File: src/rtl/rs_syndrome_calc.sv
`default_nettype none
// ============================================================================
// Module   : rs_syndrome_calc
// Brief    : GF(2^8) Reed-Solomon syndrome calculator (Horner, alpha^1..NSYM)
// Revision : 1.0 - initial release
// ============================================================================
module rs_syndrome_calc #(
    parameter int N    = 255,
    parameter int NSYM = 16
) (
    input  logic              clk,
    input  logic              rst,
    input  logic [7:0]        din,
    input  logic              din_valid,
    input  logic              din_sop,
    output logic [8*NSYM-1:0] synd,
    output logic              synd_valid,
    output logic              err_flag,
    output logic              busy
);

    localparam logic [0:0] c_IDLE     = 1'b0;
    localparam logic [0:0] c_RUN      = 1'b1;
    localparam logic [7:0] c_LAST_CNT = 8'(N - 1);

    // Constant multiply by alpha^k over 0x11D; unrolls to a pure XOR network.
    function automatic logic [7:0] mul_alpha_pow(input logic [7:0] a, input int k);
        logic [7:0] r;
        r = a;
        for (int i = 0; i < k; i++) begin
            r = {r[6:0], 1'b0} ^ (r[7] ? 8'h1D : 8'h00);
        end
        return r;
    endfunction

    logic [0:0]        r_state;
    logic [0:0]        w_state_nxt;
    logic [7:0]        r_cnt;
    logic [7:0]        r_acc [NSYM];
    logic [8*NSYM-1:0] w_horner;
    logic              w_start;
    logic              w_step;
    logic              w_done;

    generate
        for (genvar k = 0; k < NSYM; k++) begin : g_horner
            assign w_horner[8*k +: 8] = mul_alpha_pow(r_acc[k], k + 1) ^ din;
        end
    endgenerate

    // A new sop always wins, even mid-codeword, which silently drops the partial.
    assign w_start = din_valid & din_sop;
    assign w_step  = din_valid & ~din_sop & (r_state == c_RUN);
    assign w_done  = w_step & (r_cnt == c_LAST_CNT);

    always_comb begin
        w_state_nxt = r_state;
        if (w_start) begin
            w_state_nxt = c_RUN;
        end else if (w_done) begin
            w_state_nxt = c_IDLE;
        end
    end

    always_ff @(posedge clk) begin
        if (!rst) begin
            r_state    <= c_IDLE;
            r_cnt      <= 8'd0;
            synd       <= '0;
            err_flag   <= 1'b0;
            synd_valid <= 1'b0;
            for (int k = 0; k < NSYM; k++) begin
                r_acc[k] <= 8'd0;
            end
        end else begin
            r_state    <= w_state_nxt;
            synd_valid <= w_done;
            if (w_start) begin
                r_cnt <= 8'd1;
                for (int k = 0; k < NSYM; k++) begin
                    r_acc[k] <= din;
                end
            end else if (w_done) begin
                r_cnt    <= 8'd0;
                synd     <= w_horner;
                err_flag <= |w_horner;
            end else if (w_step) begin
                r_cnt <= r_cnt + 8'd1;
                for (int k = 0; k < NSYM; k++) begin
                    r_acc[k] <= w_horner[8*k +: 8];
                end
            end
        end
    end

    assign busy = (r_state == c_RUN);

endmodule
`default_nettype wire

File: config.mk
export PLATFORM = sky130hd
export DESIGN_NAME = rs_syndrome_calc
export DESIGN_NICKNAME = d
export VERILOG_FILES = /design/src/rtl/rs_syndrome_calc.sv
export SDC_FILE = /design/constraint.sdc
export NUM_CORES = 1
export LEC_CHECK = 0
export ABC_AREA = 1
export ABC_CLOCK_PERIOD_IN_PS = 6150
export CORE_UTILIZATION = 49
export CTS_CLUSTER_SIZE = 40
export DETAILED_ROUTE_END_ITERATION = 8
export PLACE_DENSITY = 0.71
export SLEW_MARGIN = 20
export SYNTH_ARGS = -nofsm -noshare
export SYNTH_HDL_FRONTEND = slang
export SYNTH_SLANG_ARGS = --single-unit
File: constraint.sdc
create_clock -name clk -period 6.15 [get_ports clk]
set_input_delay 1.23 -clock clk [delete_from_list [all_inputs] [get_ports clk]]
set_output_delay 1.23 -clock clk [all_outputs]
set_load 0.01 [all_outputs]
==> key figures, run 1 <==
Die
  • Die Wd: 190 µm
  • Core Area: ~35000 µm²
  • Chip Height: 190 µm
  • Site Rows: 68
  • Effective utilization at floorplan: 0.498
  • Num ports: roughly 140
  • Die footprint: 36000 µm²

GRT
  • Total GRT Usage: 0.313
  • Initial antenna violation count: 1
  • GR Overflow Total: 0
  • Largest net degree at the start of global routing: 123
  • Global-route wire length before repair: 88.0 mm
  • Vias in the first global route: 16300

Layout
  • Final cell count without fillers: 3254
  • Fraction of final layout cells with drive strength greater than 1: 0.0404
  • Nets: 2789
  • Most frequent cells in the layout: nand2_1, inv_1, o21ai_0
  • Most common cell after layout, fill and taps aside: nand2_1
  • ANT cells: 0
  • Layout Area Growth over Synthesis: 16.5%

Clocking
  • Worst-path clk slew: 0.06 ns
  • Clock latency on the worst-skew pair: 0.58 ns
  • H-tree depth: 1
  • CTS Root Buffer Type: clkbuf_16
  • CTS buffer count: 30
  • Hold buffer count at cts: 0
  • CTS tree: yes
  • Sink Count: 267
  • Post-CTS setup buffers: 0
  • Post_cts resized: 0
  • CTS Buffer Depth: 3

Placed design
  • Placed Cells incl. Taps: 3198
  • Post-place setup slack: 1.72 ns
  • Port bufs: 142
  • DPL Wire Length: a little under 40 mm
  • GP Congestion: between 0.9 and 1

Timing
  • RSZ-0062 raised after global routing: no
  • Slew Limit Fails: 0
  • Post-route setup slack: around 2.2 ns
  • Final setup violation count: 0
  • Fin Setup TNS: 0 ns
  • Setup Skew: 0.0131 ns
  • Period utilization: 0.640
  • Slew headroom: 0.328
  • Final worst path period need: 3.93 ns
  • Highest clock rate: 254 MHz
  • Slew @ Worst Pin: 1.01 ns
  • Final hold violations: 0

Critical path
  • CP Max Fanout: 23
  • Worst EP required: ~6.6 ns
  • Critical path cell sequence: clkdlybuf4s50_1 > buf_4 > inv_1 > nand2_1 > nand2_1 > nand2_1 > inv_1 > nor2_1 > nand3_1 > nor2_1 > nand2_1 > nor2_1 > nand2_1 > nor2_1 > nand3_1 > nor2_1 > nand2_1 > nor2_1 > nand3_1 > nor2_1 > nor2_1
  • Reg2reg path depth: 16
  • CP arrival: between 4 and 5 ns
  • Setup crit start kind: input pin
  • Crit-path slowest cell: clkdlybuf4s50_1
  • Crit-path max cell delay: 0.46 ns
  • Critical path class: input pin to flop
  • Crit path capture type: flop
  • Most numerous cell on the critical path: nor2_1

Route
  • First DRT Iteration DRCs: 1373
  • Metal3 WL: 4.23 mm
  • Routed met1 length: 23.2 mm
  • Per-cell routed wire length: 17.3 µm
  • Drt pass-1 iters: 5
  • Top Metal Used: met5
  • Final wirelength: 56.1 mm
  • DR WL met2: 25.8 mm
  • Drt via density: 5.42
  • Via Count: 17600
  • DRC Markers: 0
  • Post-DRT Antenna Nets: 0

Min path
  • Worst hold path type: flop to flop
  • Hold Crit Depth: 2

Synthesis
  • Top FF cell, synth: dfxtp_1
  • Mux contribution to synthesized area: 0
  • Syn Nets: 2688
  • Avg Cell Area, Syn: 6.45 µm²
  • Synth Instances: 2674
  • Synthesized flop and latch total: around 270
  • Register area share after synthesis: 0.384
  • Simple logic cell fraction of the synthesized area: 0.375
  • Xor-xnor portion of the synthesized cell area: 0.0768
  • Mapped cell area: approximately 17000 µm²
  • EDFF count, synth: 128
  • Ys async rst share: 0
  • Synth Warn #: 0
  • Compound-Gate Fraction of Synth Area: 0.0813
  • Netlist cell types: 38
  • Adder-cell share of the synthesized area: 0.00145
  • Main combinational cell family by area after synthesis: simple AND/OR/NAND/NOR gates

Pwr
  • Pwr dens: 299 nW/µm²
  • Max VDD drop: between 200 and 250 µV
  • Pwr Total: 6.00 mW
  • Static leakage: 9.85 nW

Run
  • MaxCap Viol Count: 0

Outcome
  • Status: finished clean
metrics by stage:
| stage | hold slack [ns] | utilization | area (µm²) |
|---|---|---|---|
| 2_1_floorplan | 0.459 | - | 17300 |
| 3_3_place_gp | 0.438 | 0.549 | 19000 |
| 3_5_place_dp | 0.444 | 0.549 | 19000 |
| 4_1_cts | 0.460 | 0.580 | 20100 |
| 5_1_grt | 0.484 | 0.580 | 20100 |
| 6_report | 0.456 | 0.580 | 20100 |
state kept, by name, summed over array words and instances, names as in the netlist:
signal      cells
err_flag        1
r_cnt           8
busy            1
synd          128
r_acc         128
synd_valid      1
logic make-up (layout without fill, tap and decap cells):
logic type                 after synthesis  count (layout)
AOI/OAI and AO/OA                      273             273
xor gates and xnor gates               148             148
adders and majority gates                2               2
buffers and inverters                  364             489
DFF                                    267             267
and+or+nand+nor                       1620            1620
cell type report:
class,instances,area [µm²]
Sequential cell,267,6630
Clock inverter,16,213
Multi-Input combinational cell,2043,9250
Timing Repair Buffer,156,1530
Tap cell,455,569
Inverter,277,1040
Fill cell,3341,14500
Clock buffer,40,872
worst max-delay path: cells and delay by family:
kind                   cells  cell delay, ns
and+or+nand+nor           17            1.83
buffers and inverters      4            1.30
power by group:
| group | internal [mW] | switching, mW | total (mW) |
|---|---|---|---|
| logic | 0.583 | 1.41 | 1.99 |
| clock network | 1.17 | 0.788 | 1.96 |
| registers | 1.95 | 0.102 | 2.06 |
worst paths after layout:
path,start,endpoint,slack [ns]
min,synd[78],synd[78],0.46
min reg2reg,synd[78],synd[78],0.46
max,din[7],err_flag,2.22
max reg2reg,r_acc[1][54],err_flag,3.26
synth_stat cells (2+ instances only):
library cell / instances / share of area
a21oi_1: 12 / 0.0035
a22o_1: 4 / 0.0020
and2_1: 4 / 0.0014
buf_1: 4 / 0.00087
buf_2: 21 / 0.0061
buf_4: 2 / 0.00087
clkbuf_1: 59 / 0.013
clkinv_1: 2 / 0.00044
dfxtp_1: 139 / 0.16
edfxtp_1: 128 / 0.22
ha_1: 2 / 0.0014
inv_1: 256 / 0.056
inv_2: 19 / 0.0041
nand2_1: 1295 / 0.28
nand2_2: 7 / 0.0025
nand2_4: 2 / 0.0013
nand3_1: 191 / 0.055
nand3b_1: 12 / 0.0052
nand4_1: 10 / 0.0036
nand4_2: 2 / 0.0014
nor2_1: 85 / 0.018
nor3_1: 3 / 0.00087
o21a_1: 2 / 0.00087
o21ai_0: 247 / 0.072
o21ai_1: 3 / 0.00087
or2_2: 7 / 0.0025
xnor2_1: 68 / 0.035
xor2_1: 76 / 0.039
xor2_2: 3 / 0.0028
per-layer routing:
metal / GRT usage / vias to the layer above
met1: 0.402 / 8116
met3: 0.0424 / 183
li1: - / 8596
met5: 0 / -
met2: 0.515 / 726
met4: 0.156 / 2
No activity file was read; power rests on OpenSTA's default activity.
==> inputs of run 2 (changes only) <==
--- a/config.mk
+++ b/config.mk
@@ -6,7 +6,7 @@
 export NUM_CORES = 1
 export LEC_CHECK = 0
 export ABC_AREA = 1
-export ABC_CLOCK_PERIOD_IN_PS = 6150
+export ABC_CLOCK_PERIOD_IN_PS = 3900
 export CORE_UTILIZATION = 49
 export CTS_CLUSTER_SIZE = 40
 export DETAILED_ROUTE_END_ITERATION = 8
==> constraint.sdc (replaced) <==
create_clock -name clk -period 3.9 [get_ports clk]
set_input_delay 0.78 -clock clk [delete_from_list [all_inputs] [get_ports clk]]
set_output_delay 0.78 -clock clk [all_outputs]
set_load 0.01 [all_outputs]
==> key figures, run 2 (synthesized netlist as in run 1, its figures left out) <==
GRT
  • GR Overflow Total: 0
  • Largest net degree at the start of global routing: 83
  • Vias in the first global route: 16200
  • Global-route wire length before repair: 89.9 mm
  • Initial antenna violation count: 0
  • Total GRT Usage: 0.322

Run
  • MaxCap Viol Count: 0

Pwr
  • Max VDD drop: 422 µV
  • Pwr dens: 460 nW/µm²
  • Static leakage: ~10 nW

Placed design
  • Port bufs: approximately 140
  • Post-place setup slack: 0.231 ns
  • GP Congestion: 0.967
  • Placed Cells incl. Taps: around 3200
  • DPL Wire Length: 41.9 mm

Layout
  • Final cell count without fillers: 3271
  • Nets: between 2000 and 3000
  • Most common cell after layout, fill and taps aside: nand2_1
  • Fraction of final layout cells with drive strength greater than 1: 0.0447
  • Most frequent cells in the layout: nand2_1, inv_1, o21ai_0
  • Layout Area Growth over Synthesis: 17.4%
  • ANT cells: 0
  • FILL cells: 3246
  • Biggest regs: r_acc: 128 flops, synd: 128 flops, r_cnt: 8 flops

Die
  • Die Wd: 190 µm
  • Die footprint: between 30000 and 40000 µm²
  • Num ports: 143
  • Core Area: around 35000 µm²
  • Effective utilization at floorplan: 0.498
  • Site Rows: just under 70
  • Chip Height: 190 µm

Timing
  • RSZ-0062 raised after global routing: no
  • Setup Skew: 0.0273 ns
  • Period utilization: 0.816
  • Final setup violation count: 0
  • Slew @ Worst Pin: around 0.81 ns
  • Slew headroom: 0.455
  • Final hold violations: 0
  • Final worst path period need: roughly 3.2 ns
  • Highest clock rate: about 310 MHz
  • Fin Setup TNS: 0 ns
  • Slew Limit Fails: 0
  • Post-route setup slack: 0.720 ns

Critical path
  • Crit-path slowest cell: clkdlybuf4s50_1
  • CP arrival: 3.65 ns
  • R2r startpoint: r_acc[1][54]
  • CP Max Fanout: 16
  • Critical path class: input pin to flop
  • Worst path top cell family by delay: simple AND/OR/NAND/NOR gates
  • Crit path capture type: flop
  • Crit-path max cell delay: 0.58 ns
  • Worst EP required: around 4.4 ns
  • Setup crit start kind: input pin
  • Buf/Inv on CP: 3
  • Critical path cell sequence: clkdlybuf4s50_1 > buf_4 > nand2_1 > nand2_1 > inv_1 > nand2_1 > nand2_1 > nor2_1 > nand2_1 > nor2_1 > nand2_1 > nor2_1 > nand2_1 > nor2_1 > nand3_1 > nor2_1 > nand2_1 > nor2_1 > nand3_1 > nor2_1 > nor2_1
  • Crit path launch: din[4]

Route
  • Post-DRT Antenna Nets: 0
  • Final wirelength: 58.0 mm
  • DRC Markers: 0
  • Per-cell routed wire length: 17.7 µm
  • First DRT Iteration DRCs: 1503
  • Via Count: ~18000
  • Drt via density: about 5.4
  • Drt pass-1 iters: 8

Clocking
  • Post_cts resized: 0
  • CTS Buffer Depth: 3
  • H-tree depth: 1
  • Post-CTS setup buffers: 0
  • CTS tree: yes
  • CTS Root Buffer Type: clkbuf_16
  • Clock latency on the worst-skew pair: about 0.6 ns
  • Hold buffer count at cts: 0
  • Worst-path clk slew: ~0.07 ns
  • Sink Count: approximately 270
  • CTS buffer count: 30

Min path
  • Worst hold path type: flop to flop
  • Min-delay src: synd[69]

Outcome
  • Status: finished clean
==> run 2: cell types whose count changed in the layout (fill, tap and decap cells not counted), sizes merged <==
| cell | delta |
|---|---|
| buf | +17 |
| clkinv | +9 |
| clkinvlp | -6 |
| bufinv | -2 |
| inv | -1 |
==> run 2: worst register-to-register path, stage by stage (launching register included) <==
cell      delay (ns)
edfxtp_1        0.60
xnor2_1         0.33
nand2_1         0.11
nand2_1         0.17
inv_1           0.10
nand3_1         0.10
nand2_1         0.13
nand2_1         0.11
nand2_1         0.08
xnor2_1         0.32
nand2_1         0.19
nor2_1          0.20
nand2_1         0.12
nor2_1          0.10
nand3_1         0.09
nor2_1          0.09
nor2_1          0.05
==> run 2: final timing paths <==
check | slack [ns] | cells after the start | to
worst min register to register | 0.45 | 2 | synd[69]
worst min-delay path | 0.45 | 2 | synd[69]
worst max register to register | 0.91 | 16 | err_flag
worst max-delay path | 0.72 | 21 | err_flag
==> run 2: report_power, final <==
group | switching (mW) | internal [mW]
Combinational | 2.23 | 0.943
Sequential | 0.163 | 3.08
Clock | 1.24 | 1.67
Total | 3.64 | 5.69
==> run 2: metal layers <==
layer,track usage,vias up,part of all wire
met4,0.117,0,0.038
met3,0.0463,147,0.077
met2,0.538,704,0.46
met5,0,-,0
met1,0.423,8164,0.43
li1,-,8658,-
==> run 2: final cells by class <==
cell class	count	area (µm²)	area share
clock buffers	40	850	0.0419
clock inverters	16	166	0.00821
flip-flops and latches	267	6630	0.327
well taps	455	569	0.0281
repair buffers	173	1770	0.0872
inverters	277	1040	0.0514
multi-input cells	2043	9240	0.456
==> run 2: metrics by stage <==
step | total power [mW] | utilization | instance area (µm²) | hold slack, ns
2_1_floorplan | 5.52 | - | 17300 | 0.459
3_3_place_gp | 6.36 | 0.556 | 19200 | 0.439
3_5_place_dp | 6.41 | 0.556 | 19200 | 0.444
4_1_cts | 9.31 | 0.585 | 20300 | 0.460
5_1_grt | 9.87 | 0.585 | 20300 | 0.474
6_report | 9.33 | 0.585 | 20300 | 0.454
==> inputs of run 3 (changes only) <==
--- a/config.mk
+++ b/config.mk
@@ -6,11 +6,11 @@
 export NUM_CORES = 1
 export LEC_CHECK = 0
 export ABC_AREA = 1
-export ABC_CLOCK_PERIOD_IN_PS = 3900
+export ABC_CLOCK_PERIOD_IN_PS = 2720
 export CORE_UTILIZATION = 49
 export CTS_CLUSTER_SIZE = 40
 export DETAILED_ROUTE_END_ITERATION = 8
-export PLACE_DENSITY = 0.71
+export PLACE_DENSITY = 0.74
 export SLEW_MARGIN = 20
 export SYNTH_ARGS = -nofsm -noshare
 export SYNTH_HDL_FRONTEND = slang
==> constraint.sdc (replaced) <==
create_clock -name clk -period 2.72 [get_ports clk]
set_input_delay 0.544 -clock clk [delete_from_list [all_inputs] [get_ports clk]]
set_output_delay 0.544 -clock clk [all_outputs]
set_load 0.01 [all_outputs]
==> key figures, run 3 (synthesized netlist as in run 1, its figures left out) <==
Pwr
  • Max VDD drop: between 500 and 600 µV
  • Static leakage: ~11 nW
  • Pwr Total: approximately 14 mW
  • Pwr dens: 649 nW/µm²

Timing
  • Slew headroom: 0.514
  • Slew @ Worst Pin: roughly 0.73 ns
  • Final hold violations: 0
  • Setup Skew: 0.0104 ns
  • Period utilization: 0.930
  • Final worst path period need: 2.53 ns
  • Final setup violation count: 0
  • Highest clock rate: 395 MHz
  • Slew Limit Fails: 0

Clocking
  • Sink Count: 267
  • CTS tree: yes
  • CTS Root Buffer Type: clkbuf_16
  • CTS Buffer Depth: 3
  • Worst-path clk slew: 0.06 ns
  • H-tree depth: 1
  • Clock latency on the worst-skew pair: slightly below 0.6 ns
  • CTS buffer count: 29
  • Hold buffer count at cts: 0

Die
  • Die footprint: 36000 µm²
  • Site Rows: 68
  • Core Area: between 30000 and 40000 µm²
  • Die Wd: 190 µm
  • Num ports: 143
  • Chip Height: approximately 190 µm
  • Effective utilization at floorplan: 0.498

Placed design
  • Port bufs: 142
  • GP Congestion: 0.979
  • DPL Wire Length: 43.6 mm

Layout
  • Layout Area Growth over Synthesis: 29.1%
  • FILL cells: 3103
  • Final Util: 0.644
  • Biggest regs: r_acc: 128 flops, synd: 128 flops, r_cnt: 8 flops
  • ANT cells: 0
  • Fraction of final layout cells with drive strength greater than 1: 0.135
  • Most common cell after layout, fill and taps aside: nand2_1
  • Register Area: 6630 µm²
  • Most frequent cells in the layout: nand2_1, o21ai_0, inv_1
  • Nets: approximately 3000
  • Area of the multi-input gates: 9450 µm²

GRT
  • Total GRT Usage: 0.316
  • Vias in the first global route: 16700
  • GR Overflow Total: 0
  • Global-route wire length before repair: 88.9 mm
  • Initial antenna violation count: 0
  • Largest net degree at the start of global routing: between 80 and 90

Critical path
  • CP arrival: 3.01 ns
  • Worst EP required: around 3.2 ns
  • CP Max Fanout: 6
  • Critical path class: input pin to flop
  • Crit path capture type: flop
  • Setup crit start kind: input pin

Route
  • First DRT Iteration DRCs: 1592
  • DRC Markers: 0
  • Via Count: 18300
  • Per-cell routed wire length: 16.7 µm
  • Post-DRT Antenna Nets: 0
  • Final wirelength: around 58 mm
  • Drt via density: 5.26
  • Drt pass-1 iters: 6

Min path
  • Worst hold path type: flop to flop

Outcome
  • Status: finished clean

Run
  • MaxCap Viol Count: 0
==> run 3: cell types whose count changed in the layout (fill, tap and decap cells not counted), sizes merged <==
cell	previous run	this run
clkbuf	40	47
inv	276	275
clkinv	14	7
bufinv	2	1
buf	31	248
clkdlybuf4s50	142	141
dlymetal6s2s	0	1
==> run 3: final cells by class <==
type | instances | share of cell area
multi-input combinational | 2043 | 0.424
sequential | 267 | 0.297
timing repair buffer | 390 | 0.159
inverter | 277 | 0.0467
clock buffer | 47 | 0.0444
tap | 455 | 0.0255
clock inverter | 7 | 0.00337
==> run 3: through the flow <==
step | worst slack [ns] | cell area [µm²] | TNS (ns) | hold WS, ns | std cells
2_1_floorplan | -0.00147 | 17300 | -0.0708 | 0.459 | 2674
3_3_place_gp | -0.399 | 20700 | -0.399 | 0.438 | 3395
3_5_place_dp | -0.436 | 20700 | -0.436 | 0.446 | 3395
4_1_cts | 0.0303 | 21800 | 0 | 0.461 | 3449
5_1_grt | -0.0154 | 22300 | -0.0154 | 0.474 | 3486
6_report | 0.190 | 22300 | 0 | 0.455 | 3486
==> run 3: final timing paths <==
| kind | slack (ns) | cells past startpoint | start | end |
|---|---|---|---|---|
| setup reg to reg | 0.20 | 20 | r_acc[1][44] | err_flag |
| hold / removal | 0.46 | 2 | synd[89] | synd[89] |
| hold reg to reg | 0.46 | 2 | synd[89] | synd[89] |
| setup / recovery | 0.19 | 17 | din[0] | err_flag |
==> run 3: what timing repair did <==
item	in CTS	in global routing
resized for setup	0	69
setup buffers	0	37
setup endpoints to repair	0	2
==> run 3: worst max-delay path: stages <==
cell	delay [ns]
clkdlybuf4s50_1	0.58
buf_4	0.27
xor2_1	0.18
nor2_1	0.09
nand3_1	0.11
nor2_1	0.17
nand3_1	0.14
nor2_1	0.15
nand2_1	0.07
nor2_1	0.15
nand3_1	0.10
nor2_2	0.10
nand2_1	0.06
nor2_1	0.09
nand3_1	0.08
nor2_1	0.09
nor2_1	0.04
==> run 3: where the power goes <==
group          switching (mW)  leakage, nW  internal [mW]
combinational            3.45         8.13           2.09
clock                    1.72        0.523           2.59
sequential              0.207         2.48           4.41
==> run 3: layer usage <==
metal	vias up	wire, µm	global-route usage
met5	-	0	0
met4	0	2630	0.135
met3	156	4410	0.0474
met2	767	26900	0.532
met1	8358	24200	0.403
li1	9068	-	-
